**config.mk**
```make
export PLATFORM = sky130hd
export DESIGN_NAME = obstacle_scroller
export DESIGN_NICKNAME = d
export VERILOG_FILES = /design/src/rtl/obstacle_scroller.sv
export SDC_FILE = /design/constraint.sdc
export NUM_CORES = 1
export LEC_CHECK = 0
export BUFFER_PORTS_ARGS = -buffer_cell sky130_fd_sc_hd__buf_2
export CORE_MARGIN = 5
export CORE_UTILIZATION = 58
export CTS_CLUSTER_SIZE = 25
export DETAILED_ROUTE_END_ITERATION = 8
export PLACE_DENSITY = 0.8
export RECOVER_POWER = 100
export REMOVE_ABC_BUFFERS = 1
export SYNTH_ARGS = -nofsm -noshare
export SYNTH_HDL_FRONTEND = slang
export SYNTH_SLANG_ARGS = --single-unit
```
**constraint.sdc**
```tcl
create_clock -name clk -period 5.85 [get_ports clk]
set_input_delay 0.2925 -clock clk [delete_from_list [all_inputs] [get_ports clk]]
set_output_delay 0.2925 -clock clk [all_outputs]
set_load 0.05 [all_outputs]
```
**src/rtl/obstacle_scroller.sv**
```systemverilog
// Obstacle position generator: per-frame scroll, LFSR-based respawn height, pass pulse.
// Optional per-level speed-up is enabled by defining OBSTACLE_SPEEDUP_EN.
module obstacle_scroller #(
    parameter int SCREEN_W         = 640,
    parameter int OBSTACLE_WIDTH   = 100,
    parameter int Y_MIN            = 40,
    parameter int Y_MAX            = 400,
    parameter int PLAYER_X         = 160,
    parameter int SPEED_INIT       = 2,
    parameter int SPEED_MAX        = 8,
    parameter int PASSES_PER_LEVEL = 4
) (
    input  logic        clk,
    input  logic        rst_n,
    input  logic        frame_tick,
    input  logic        start,
    input  logic        collision,
    output logic [10:0] pipe_x,
    output logic [9:0]  pipe_y,
    output logic [3:0]  speed,
    output logic        passed,
    output logic        running
);
    // state | meaning
    // IDLE  | after reset, waiting for start
    // RUN   | scrolling on frame_tick
    // HALT  | frozen after collision, waiting for start
    typedef enum logic [1:0] {IDLE, RUN, HALT} state_t;

    localparam logic [9:0]  RANGE_L  = 10'(Y_MAX - Y_MIN + 1);
    localparam logic [9:0]  Y_MIN_L  = 10'(Y_MIN);
    localparam logic [10:0] SCREEN_L = 11'(SCREEN_W);
    localparam logic [11:0] OW_L     = 12'(OBSTACLE_WIDTH);
    localparam logic [11:0] PX_L     = 12'(PLAYER_X);
    localparam logic [3:0]  SPD_INIT = 4'(SPEED_INIT);

    state_t      state, state_nxt;
    logic [9:0]  lfsr;
    logic [9:0]  fold_1, fold_2, y_rand;
    logic        do_init, do_move, do_wrap, pass_hit;
    logic [10:0] x_sub;
    logic [11:0] old_sum, new_sum;
    logic [10:0] x_nxt;
    logic [9:0]  y_nxt;
    logic [3:0]  speed_nxt;

    always_ff @(posedge clk or negedge rst_n) begin
        if (!rst_n) state <= IDLE;
        else        state <= state_nxt;
    end

    always_comb begin
        state_nxt = state;
        case (state)
            IDLE:    if (start) state_nxt = RUN;
            RUN:     if (collision) state_nxt = HALT;
            HALT:    if (start) state_nxt = RUN;
            default: state_nxt = IDLE;
        endcase
    end

    // x^10 + x^7 + 1; runs in every state so respawn heights differ between games
    always_ff @(posedge clk or negedge rst_n) begin
        if (!rst_n) lfsr <= 10'h3FF;
        else        lfsr <= {lfsr[8:0], lfsr[9] ^ lfsr[6]};
    end

    always_comb begin
        fold_1 = (lfsr >= RANGE_L) ? lfsr - RANGE_L : lfsr;
        fold_2 = (fold_1 >= RANGE_L) ? fold_1 - RANGE_L : fold_1;
        y_rand = Y_MIN_L + fold_2;
    end

    always_comb begin
        do_init  = (state != RUN) && start;
        do_move  = (state == RUN) && !collision && frame_tick;
        do_wrap  = do_move && (pipe_x < {7'b0, speed});
        x_sub    = pipe_x - {7'b0, speed};
        old_sum  = {1'b0, pipe_x} + OW_L;
        new_sum  = {1'b0, x_sub} + OW_L;
        pass_hit = do_move && !do_wrap && (old_sum >= PX_L) && (new_sum < PX_L);
        x_nxt    = pipe_x;
        y_nxt    = pipe_y;
        if (do_init || do_wrap) begin
            x_nxt = SCREEN_L;
            y_nxt = y_rand;
        end else if (do_move) begin
            x_nxt = x_sub;
        end
    end

`ifdef OBSTACLE_SPEEDUP_EN
    logic [7:0] pass_cnt, pass_cnt_nxt, pass_cnt_inc;

    always_comb begin
        pass_cnt_inc = pass_cnt + 8'd1;
        pass_cnt_nxt = pass_cnt;
        speed_nxt    = speed;
        if (do_init) begin
            pass_cnt_nxt = 8'd0;
            speed_nxt    = SPD_INIT;
        end else if (pass_hit) begin
            if (pass_cnt_inc == 8'(PASSES_PER_LEVEL)) begin
                pass_cnt_nxt = 8'd0;
                if (speed < 4'(SPEED_MAX)) speed_nxt = speed + 4'd1;
            end else begin
                pass_cnt_nxt = pass_cnt_inc;
            end
        end
    end

    always_ff @(posedge clk or negedge rst_n) begin
        if (!rst_n) pass_cnt <= 8'd0;
        else        pass_cnt <= pass_cnt_nxt;
    end
`else
    always_comb begin
        speed_nxt = do_init ? SPD_INIT : speed;
    end
`endif

    always_ff @(posedge clk or negedge rst_n) begin
        if (!rst_n) begin
            pipe_x  <= SCREEN_L;
            pipe_y  <= Y_MIN_L;
            speed   <= SPD_INIT;
            passed  <= 1'b0;
            running <= 1'b0;
        end else begin
            pipe_x  <= x_nxt;
            pipe_y  <= y_nxt;
            speed   <= speed_nxt;
            passed  <= pass_hit;
            running <= (state_nxt == RUN);
        end
    end
endmodule

```
==> impl_metrics.yaml <==
finish:
  diodes: 0
  multiInputGateArea_mm2: 0.00149
  area_growth_pct: 6.34
  seqCellArea_um2: 868
  drive_above_1_share_pct: 11.5
  nNetsFinal: 323
  nFillCells: 383
  post-route-util_pct: 62.5
  stdcell_count: 365
synthesis:
  ys_ff_latch: 34
  synthTopCellsByArea: "dfrtp_1 20%, dfstp_2 15%, o21ai_0 6.2%"
  syn-cell-area_mm2: 0.00251
  synth_ff_type: "dfrtp_1"
  yosys.area.top_type: "dfrtp_1"
  synth_top_area_share_pct: 20.0
  syn_inst: 294
  synth_cell_types: 62
  syn_avg_cell_area_um2: 8.53
  async_reset_ff_share_pct: 100
  synth_edf_count: 0
  seq_area_frac_synth_pct: 34.6
  yosys_warnings: 0
global_routing:
  antenna_found_initial: 0
  grt_max_degree: 35
  gr-total-overflow: 0
  grtUsageTotal_pct: 21.6
  grt_first_pass_wirelength_um: 9510
  grt_pass1_vias: 2067
worst_setup_path:
  r2r_slack_ns: 1.06
  critPathLaunchType: "flop"
  cp-end-kind: "flop"
  cp_data_required_time_ns: 6.02
  crit_path_start: "lfsr[3]"
  criticalPathCategory: "flop to flop"
  critPathMaxFanout: 15
  r2r_start: "lfsr[3]"
  arrival_ns: 4.96
placed_design:
  place.gp.congestion: 0.950
  hpwl_um: 4220
  io_buffers: 26
  place_inst: 357
floorplanning:
  start_util_pct: 58.8
  core_area_mm2: 0.00426
  row_count: 24
  die_area_mm2: 0.00574
  ios: 32
  die_w_um: 75.8
  fp.dieH_um: 75.8
timing:
  setup_violations: 0
  post-route-min-period_ns: 4.79
  fin_tns_setup_ns: 0
  worstMarginPinSlew_ns: 1.81
  timing.slew.headroom_pct: -20.5
  finalMaxSlewViolations: 35
  grt_setup_unrepaired: "false"
  fin_crit_sh_pct: 81.9
  hold_viol: 0
  clock_skew_ns: 0.00685
  fmaxAchievable_ghz: 0.209
hold_path:
  hold_start: "collision"
  hp-class: "primary input to flop"
detailed_routing:
  drc: 0
  wirelength_um: 5680
  vias_per_cell: 6.12
  wl_met1_um: 2630
  met3_length_um: 271
  first_pass_iters: 4
  wl_per_cell_um: 15.6
  ant_nets: 0
  drt_first_iter_violations: 168
  vias: 2232
  met2_length_um: 2630
  top_layer_used: "met4"
clock_tree:
  cts_buffers: 5
  cts.root.buffer_cell: "clkbuf_8"
  clk_path_buf_depth: 2
  numClockSinks: 34
  cts_tree: "built"
  htree_levels: 2
  clock_latency_ns: 0.29
  clk_pin_slew_ns: 0.07
  post-cts-setup-buffers: 0
  post_cts_resized: 0
  cts_hold_buf: 0
power:
  p_leak_nw: 1.08
  power_density_mw_per_mm2: 260
  ir_drop_v: 0.000216
job:
  maxCapViolations: 1
run_status:
  status: "complete, but fails checks"
  failed_checks: "max-capacitance violations, max-slew violations"
worst max-delay path: stages, from the launching register on:
cell      delay [ns]
dfstp_1         0.79
or3b_1          0.48
o21a_1          0.26
a31oi_4         0.40
o21ai_0         0.24
ha_1            0.26
nor4bb_1        0.15
o211ai_1        0.11
o21ai_0         0.09
a211oi_1        0.24
o211ai_1        0.16
o21ai_2         0.36
inv_1           0.15
nand2_1         0.10
xor2_1          0.09
ha_1            0.24
o31ai_1         0.30
xor2_1          0.17
o21ai_0         0.08
final cells by class:
| cell class | count | area share (%) |
|---|---|---|
| multi-input combinational | 231 | 56.0 |
| sequential | 34 | 32.6 |
| timing repair buffer | 27 | 4.08 |
| inverter | 13 | 1.83 |
| tap | 52 | 2.44 |
| clock inverter | 2 | 0.375 |
| clock buffer | 6 | 2.72 |
layer usage:
metal / GRT usage [%] / vias to the layer above
met5: 0 / -
met4: 9.71 / 0
met3: 5.15 / 16
met2: 32.4 / 64
met1: 29.5 / 1051
li1: - / 1101
cell usage after synthesis (6+ instances only):
cell and count:
nor3_1 10, o31ai_1 6, ha_1 6, nand3_1 8
inv_1 12, a21oi_1 16, nand2_1 25, dfrtp_1 20
nor2_1 25, buf_4 6, o211ai_1 10, dfstp_2 14
clkbuf_1 8, o21ai_0 31, xnor2_1 9
cell families (layout without fill, tap and decap cells):
group                    count (synthesis)  in the layout  synth area share, %
AO/OA/AOI/OAI                          100            100                 27.7
XOR/XNOR                                13             13                 4.54
adder cells (fa/ha/maj)                  6              6                 2.99
buffers and inverters                   32             48                 6.19
flip-flops                              34             34                 34.6
multiplexers                             7              7                 2.99
other                                    2              5                0.300
AND/OR/NAND/NOR                        100            100                 20.7
power breakdown:
| group | switching (mW) | leakage, nW | total [mW] | internal (mW) |
|---|---|---|---|---|
| sequential | 0.0329 | 0.419 | 0.294 | 0.261 |
| clock | 0.0851 | 0.0450 | 0.168 | 0.0824 |
| combinational | 0.168 | 0.617 | 0.231 | 0.0625 |
| total | 0.286 | 1.08 | 0.692 | 0.406 |
worst paths after layout:
path                                   end  cells past startpoint
worst max-delay path             pipe_y[7]                     18
min in group asynchronous       pipe_x[10]                      1
max in group asynchronous        pipe_y[9]                      1
worst min register to register     lfsr[8]                      0
worst max register to register   pipe_y[7]                     18
worst min-delay path              state[1]                      3
through the flow:
| stage | instance area (µm²) | total power, mW | setup WS (ns) | hold WS, ns |
|---|---|---|---|---|
| 2_1_floorplan | 2410 | 0.476 | 1.73 | -0.00309 |
| 3_3_place_gp | 2620 | 0.529 | 1.42 | 0.395 |
| 3_5_place_dp | 2620 | 0.535 | 1.27 | 0.394 |
| 4_1_cts | 2700 | 0.707 | 1.25 | 0.0899 |
| 5_1_grt | 2670 | 0.737 | 0.565 | 0.303 |
| 6_report | 2670 | 0.692 | 1.06 | 0.279 |
state kept, by name, summed over array words and instances (netlist names):
register  count
lfsr         10
passed        1
pipe_x       10
state         2
running       1
pipe_y       10
layout by cell type (no fill, tap or decap), drive strengths merged, types with 3 or more instances in the layout:
cell    Yosys  final
o21ai      32     32
clkbuf      8     29
nand2      25     25
nor2       25     25
dfrtp      20     20
a21oi      16     16
dfstp      14     14
inv        13     13
o211ai     11     11
nor3       10     10
xnor2       9      9
nand3       8      8
o31ai       8      8
ha          6      6
a31oi       6      6
nand2b      5      5
or3         5      5
conb        2      5
o21a        4      4
xor2        4      4
mux2        4      4
buf        11      4
o211a       3      3
a31o        3      3
and2        3      3
mux2i       3      3
and3        3      3
or3b        3      3
nor4        3      3
No activity file was read; power rests on OpenSTA's default activity.
